<file path="config.mk">
export PLATFORM = sky130hd
export DESIGN_NAME = axis_frame_packer
export DESIGN_NICKNAME = d
export VERILOG_FILES = /design/src/rtl/axis_pkg.sv /design/src/rtl/axis_sync_fifo.sv /design/src/rtl/axis_frame_packer.sv
export SDC_FILE = /design/constraint.sdc
export NUM_CORES = 1
export LEC_CHECK = 0
export ABC_AREA = 1
export CORE_ASPECT_RATIO = 1.1
export CORE_MARGIN = 5
export CORE_UTILIZATION = 50
export DETAILED_ROUTE_END_ITERATION = 10
export GPL_TIMING_DRIVEN = 0
export HOLD_SLACK_MARGIN = 0.03
export PLACE_DENSITY = 0.82
export SLEW_MARGIN = 20
export SYNTH_ARGS = -nofsm -noshare
export SYNTH_HDL_FRONTEND = slang
export SYNTH_HIERARCHICAL = 1
export SYNTH_SLANG_ARGS = --single-unit
</file>
<file path="constraint.sdc">
create_clock -name ACLK -period 3.6 [get_ports ACLK]
set_clock_uncertainty 0.1 [all_clocks]
set_input_delay 0.54 -clock ACLK [delete_from_list [all_inputs] [get_ports ACLK]]
set_output_delay 0.54 -clock ACLK [all_outputs]
set_load 0.02 [all_outputs]
</file>
<file path="src/rtl/axis_pkg.sv">
// Shared definitions for the AXI-Stream framing path in front of the coprocessor.
// Holds the packer write-side FSM state type and the default stream/frame
// constants that are also used by myip_v1_0.
package axis_pkg;

   typedef enum logic {
      PASS = 1'b0,   // forwarding source words into the current frame
      PAD  = 1'b1    // filling the rest of a short frame with zero words
   } pack_state_e;

   localparam int C_AXIS_TDATA_WIDTH    = 32;
   localparam int NUMBER_OF_INPUT_WORDS = 4;
   localparam int FIFO_DEPTH            = 4;

endpackage

</file>
<file path="src/rtl/axis_sync_fifo.sv">
// Synchronous first-word-fall-through FIFO.
// Ports:
//   clk, rst_n  : clock, asynchronous active-low reset (empties the FIFO)
//   push, wdata : write request and entry; ignored while full (no bypass)
//   pop         : removes the head entry; ignored while empty
//   head        : current head entry, zero while empty
//   full, empty : occupancy flags
module axis_sync_fifo
   import axis_pkg::*;
#(
   parameter int WIDTH = 33,
   parameter int DEPTH = 4
) (
   input  logic             clk,
   input  logic             rst_n,
   input  logic             push,
   input  logic [WIDTH-1:0] wdata,
   input  logic             pop,
   output logic [WIDTH-1:0] head,
   output logic             full,
   output logic             empty
);

   localparam int AW = $clog2(DEPTH);

   logic [WIDTH-1:0] mem [DEPTH];
   // One extra wrap bit tells full from empty when the indices match.
   logic [AW:0]      wptr;
   logic [AW:0]      rptr;
   logic             push_ok;
   logic             pop_ok;

   assign empty   = (wptr == rptr);
   assign full    = (wptr[AW] != rptr[AW]) && (wptr[AW-1:0] == rptr[AW-1:0]);
   assign push_ok = push && !full;
   assign pop_ok  = pop && !empty;
   assign head    = empty ? '0 : mem[rptr[AW-1:0]];

   always_ff @(posedge clk or negedge rst_n) begin
      if (!rst_n) begin
         wptr <= '0;
         rptr <= '0;
      end else begin
         if (push_ok) wptr <= wptr + 1'b1;
         if (pop_ok)  rptr <= rptr + 1'b1;
      end
   end

   // Storage carries no reset; the pointers alone define what is valid.
   always_ff @(posedge clk) begin
      if (push_ok) mem[wptr[AW-1:0]] <= wdata;
   end

endmodule

</file>
<file path="src/rtl/axis_frame_packer.sv">
// Re-frames a raw 32-bit word stream into fixed-length frames of
// NUMBER_OF_INPUT_WORDS words for the coprocessor. Source TLAST only ends a
// frame early; the remainder of such a frame is filled with zero words.
// Ports:
//   ACLK, ARESETN          : clock, asynchronous active-low reset
//   S_AXIS_*               : input stream (TREADY out, TDATA/TLAST/TVALID in)
//   M_AXIS_*               : output stream (TVALID/TDATA/TLAST out, TREADY in)
//   FRAME_COUNT            : frames completed on the output, wrapping
//   PAD_COUNT              : frames that needed padding, saturating at 0xFF
module axis_frame_packer
   import axis_pkg::*;
#(
   parameter int C_AXIS_TDATA_WIDTH    = axis_pkg::C_AXIS_TDATA_WIDTH,
   parameter int NUMBER_OF_INPUT_WORDS = axis_pkg::NUMBER_OF_INPUT_WORDS,
   parameter int FIFO_DEPTH            = axis_pkg::FIFO_DEPTH
) (
   input  logic                          ACLK,
   input  logic                          ARESETN,
   output logic                          S_AXIS_TREADY,
   input  logic [C_AXIS_TDATA_WIDTH-1:0] S_AXIS_TDATA,
   input  logic                          S_AXIS_TLAST,
   input  logic                          S_AXIS_TVALID,
   output logic                          M_AXIS_TVALID,
   output logic [C_AXIS_TDATA_WIDTH-1:0] M_AXIS_TDATA,
   output logic                          M_AXIS_TLAST,
   input  logic                          M_AXIS_TREADY,
   output logic [15:0]                   FRAME_COUNT,
   output logic [7:0]                    PAD_COUNT
);

   localparam int WCNT_W = $clog2(NUMBER_OF_INPUT_WORDS);
   localparam logic [WCNT_W-1:0] WLAST = WCNT_W'(NUMBER_OF_INPUT_WORDS - 1);

   pack_state_e                   state;
   logic [WCNT_W-1:0]             wcnt;
   logic                          ready_en;
   logic                          full;
   logic                          empty;
   logic                          push;
   logic                          s_fire;
   logic                          m_fire;
   logic                          tlast_out;
   logic [C_AXIS_TDATA_WIDTH:0]   wdata;
   logic [C_AXIS_TDATA_WIDTH:0]   head;

   // ready_en keeps TREADY low until the first edge after reset release and
   // keeps TREADY free of any combinational path from the inputs.
   assign S_AXIS_TREADY = ready_en && (state == PASS) && !full;
   assign s_fire        = S_AXIS_TVALID && S_AXIS_TREADY;
   assign tlast_out     = (wcnt == WLAST);
   assign push          = (state == PASS) ? s_fire : !full;
   assign wdata         = (state == PASS) ? {tlast_out, S_AXIS_TDATA}
                                          : {tlast_out, {C_AXIS_TDATA_WIDTH{1'b0}}};

   assign M_AXIS_TVALID = !empty;
   assign M_AXIS_TDATA  = head[C_AXIS_TDATA_WIDTH-1:0];
   assign M_AXIS_TLAST  = head[C_AXIS_TDATA_WIDTH];
   assign m_fire        = M_AXIS_TVALID && M_AXIS_TREADY;

   axis_sync_fifo #(
      .WIDTH (C_AXIS_TDATA_WIDTH + 1),
      .DEPTH (FIFO_DEPTH)
   ) u_fifo (
      .clk   (ACLK),
      .rst_n (ARESETN),
      .push  (push),
      .wdata (wdata),
      .pop   (m_fire),
      .head  (head),
      .full  (full),
      .empty (empty)
   );

   always_ff @(posedge ACLK or negedge ARESETN) begin
      if (!ARESETN) begin
         state     <= PASS;
         wcnt      <= '0;
         ready_en  <= 1'b0;
         PAD_COUNT <= '0;
      end else begin
         ready_en <= 1'b1;
         if (push) begin
            wcnt <= tlast_out ? '0 : wcnt + 1'b1;
         end
         case (state)
            PASS: begin
               // Source TLAST on the frame's final word closes it normally.
               if (s_fire && S_AXIS_TLAST && !tlast_out) begin
                  state <= PAD;
                  if (PAD_COUNT != 8'hFF) PAD_COUNT <= PAD_COUNT + 8'd1;
               end
            end
            PAD: begin
               if (push && tlast_out) state <= PASS;
            end
            default: state <= PASS;
         endcase
      end
   end

   always_ff @(posedge ACLK or negedge ARESETN) begin
      if (!ARESETN) begin
         FRAME_COUNT <= '0;
      end else if (m_fire && M_AXIS_TLAST) begin
         FRAME_COUNT <= FRAME_COUNT + 16'd1;
      end
   end

endmodule

</file>
==> qor.csv <==
stage,metric,value,unit
placement,place_congestion,0.825,
grt,grt_pass1_wl,26.3,mm
pwr,clockPowerShare,19.6,%
detailed_routing,avgViaCountPerCell,5.07,
min_path,min_path_type,flip-flop to flip-flop,
die,start_util,50.4,%
worst_setup_path,critical_path_arrival,3.29,ns
grt,busiest_layer,met2,
grt,grt_max_degree,24,
timing,worst_pin_slew,0.559,ns
synth,syn-num-nets,793,
placement,place_hpwl,10.7,mm
clock_network,cts_root_buf,clkbuf_16,
synth,postSynthAreaPerCell,10.1,µm²
worst_setup_path,cp_max_fo,23,
detailed_routing,drt-wirelength-per-cell,15.4,µm
timing,finalSetupViolCount,0,
synth,yosys_warnings,6,
pwr,worst_ir_drop_vdd,0.395,mV
clock_network,post_cts_resized,0,
layout,drive_gt1_share,9.22,%
grt,grt_pass1_vias,5493,
timing,hold_viol,0,
worst_setup_path,worstPathRequired,3.62,ns
clock_network,path_clk_slew,0.06,ns
grt,overflow,0,
clock_network,cts_tree,built,
die,die_width,127,µm
worst_setup_path,critPathCaptureType,flip-flop,
clock_network,clkLatencyLatePin,0.42,ns
timing,setup_slack,0.328,ns
run,cap_violations,0,
layout,nets,923,
detailed_routing,drt_iter0_markers,366,
pwr,p_per_area,909,nW/µm²
pwr,leakage,3.99,nW
die,core_area,14900,µm²
pwr,comb_power_share,47.0,%
timing,setup_tns,0,ns
clock_network,h-tree-depth,4,
timing,slew_headroom,62.8,%
die,die_y,139,µm
pwr,netSwitchingPower,3.37,mW
synth,yosysSeqAreaShare,64.0,%
timing,fin_crit,3.27,ns
timing,slew_viol_final,0,
synth,synth-seq-cells,166,
placement,place_inst,1044,
grt,met3_usage,4.35,%
clock_network,cts_sinks,166,
layout,area_growth,26.5,%
detailed_routing,antenna_left,0,
synth,syn_area,7520,µm²
run_status,status,"complete, no violations",
detailed_routing,num_vias,5501,
timing,rsz0062_at_grt,false,
pwr,cellInternalPower,5.28,mW
clock_network,clockBufferDepth,2,
layout,diodes,0,
die,die-area,17600,µm²
synth,postSynthCellCount,748,
grt,use_met1,23.0,%
grt,grt_usage,19.0,%
pwr,sw_frac_of_total,39.0,%
timing,holdWs,0.429,ns
detailed_routing,drc,0,
pwr,pwr-share-seq,33.4,%
die,rows,47,
detailed_routing,first_pass_iters,5,
synth,synth.distinct_cells,31,
worst_setup_path,start_kind,flip-flop,
detailed_routing,wirelength,16.7,mm
clock_network,cts_buffers,17,
layout,layout.cells.non_filler,1085,
grt,use_met2,32.9,%
placement,numPortBuffers,95,
die,io_pins,96,
worst_setup_path,setup.worst_path.class,flip-flop to flip-flop,
placement,pre_cts_ws,0.181,ns
grt,antenna_found_initial,0,
worst_setup_path,reg2reg_slack,0.33,ns
timing,fin_crit_sh,90.9,%
timing,fmax,306,MHz
==> power by group through the flow <==
stage / clock [mW] / sequential, mW / combinational (mW)
3_3_place_gp: 0 / 2.93 / 3.74
5_1_grt: 1.80 / 2.92 / 4.43
2_1_floorplan: 0 / 2.93 / 2.32
6_report: 1.69 / 2.89 / 4.07
3_5_place_dp: 0 / 2.92 / 3.98
4_1_cts: 1.71 / 2.88 / 4.02
==> sequential cells by signal, indices dropped and copies added, names as in the netlist <==
register and count:
u_fifo/wptr 3, state 1, PAD_COUNT 8, u_fifo/mem 132, u_fifo/rptr 3, FRAME_COUNT 16
wcnt 2, ready_en 1
==> per-layer routing <==
metal | up-vias | share of wire (%) | wire length (µm)
met5 | - | 0 | 0
met4 | 0 | 2.0 | 339
met3 | 32 | 6.1 | 1010
met2 | 187 | 52 | 8610
met1 | 2611 | 40 | 6750
li1 | 2671 | - | -
==> cells in the mapped netlist (all sizes together) <==
| cell | n | area share [%] |
|---|---|---|
| conb | 1 | 0.050 |
| nand2 | 131 | 6.5 |
| buf | 19 | 2.3 |
| xor2 | 13 | 1.5 |
| nand4 | 2 | 0.37 |
| edfxtp | 132 | 53 |
| o31ai | 1 | 0.28 |
| o21a | 1 | 0.10 |
| nor3b | 1 | 0.10 |
| xnor2 | 4 | 0.47 |
| clkinv | 1 | 0.12 |
| nor2 | 158 | 8.2 |
| dfrtp | 34 | 11 |
| clkbuf | 11 | 0.55 |
| nor3 | 4 | 0.40 |
| o21ai | 106 | 7.1 |
| nand3 | 17 | 1.4 |
| inv | 103 | 5.1 |
| nand3b | 1 | 0.10 |
| ha | 8 | 1.3 |
==> worst paths after layout <==
path,start,endpoint,cells after the start
min reg2reg,FRAME_COUNT[9]$_DFFE_PN0P_,FRAME_COUNT[9]$_DFFE_PN0P_,1
min in group asynchronous,ARESETN,FRAME_COUNT[15]$_DFFE_PN0P_,2
max in group asynchronous,ARESETN,u_fifo/wptr[0]$_DFFE_PN0P_,3
min,FRAME_COUNT[9]$_DFFE_PN0P_,FRAME_COUNT[9]$_DFFE_PN0P_,1
max reg2reg,u_fifo/rptr[0]$_DFFE_PN0P_,u_fifo/mem[2][22]$_DFFE_PP_,11
max,u_fifo/rptr[0]$_DFFE_PN0P_,u_fifo/mem[2][22]$_DFFE_PP_,11
==> through the flow <==
step	power (mW)	utilization [%]	instance area [µm²]
floorplan	5.25	-	7520
detailed placement	6.90	59.4	8870
global route	9.15	63.7	9520
global placement	6.67	58.4	8720
finish	8.65	63.7	9520
CTS	8.61	63.1	9430
==> worst max-delay path, stage by stage, from the launching register on <==
cell and delay [ns]:
dfrtp_1 0.56, inv_2 0.14, nand2_1 0.10, nand2_1 0.08, nand3_1 0.21, inv_1 0.10, inv_1 0.12, nand4_4 0.12
o21ai_1 0.30, nand2_1 0.42, nor2_4 0.46, buf_12 0.25
==> logic make-up (layout without fill, tap and decap cells) <==
group	Yosys count	count (layout)	share of synthesized area, %
and+or+nand+nor	314	314	17.1
xor gates and xnor gates	17	17	1.98
AOI/OAI and AO/OA	108	108	7.44
adders and majority gates	8	8	1.33
buffers and inverters	134	275	8.07
other	1	1	0.0499
DFF	166	166	64.0
==> area by class of cell <==
type                    count  area (µm²)
inverters                 104         395
repair buffers            111        1170
clock buffers              20         437
multi-input cells         448        2130
clock inverters            10         109
plain buffers              30         211
flip-flops and latches    166        4810
well taps                 196         245
fillers                  1151        5420
==> repair_timing <==
action,CTS,global route
hold buffers,1,0
setup endpoints to repair,0,54
hold endpoints to repair,12,0
setup buffers,0,10
==> cells in the final DEF, fill, tap and decap left out <==
cell             instances
nor2_1                 147
edfxtp_1               132
nand2_1                131
inv_1                   99
clkdlybuf4s50_1         94
o21ai_1                 55
o21ai_0                 51
dfrtp_1                 34
clkbuf_16               17
clkbuf_1                14
nand3_1                 14
xor2_1                  13
buf_4                   12
buf_6                   11
ha_1                     8
nor2_2                   6
nor2_4                   5
buf_2                    5
inv_2                    4
xnor2_1                  4
buf_16                   4
clkinvlp_4               3
clkinv_4                 2
nor3_2                   2
nand3_2                  2
nor3_1                   2
clkinv_1                 2
bufinv_16                2
clkinv_2                 2
buf_12                   2
nand4_4                  1
nand3_4                  1
o31ai_4                  1
nand3b_1                 1
o21a_1                   1
nor3b_1                  1
nand4_1                  1
dlygate4sd3_1            1
conb_1                   1
buf_1                    1
Note: power is estimated with default switching activity, not from simulation.
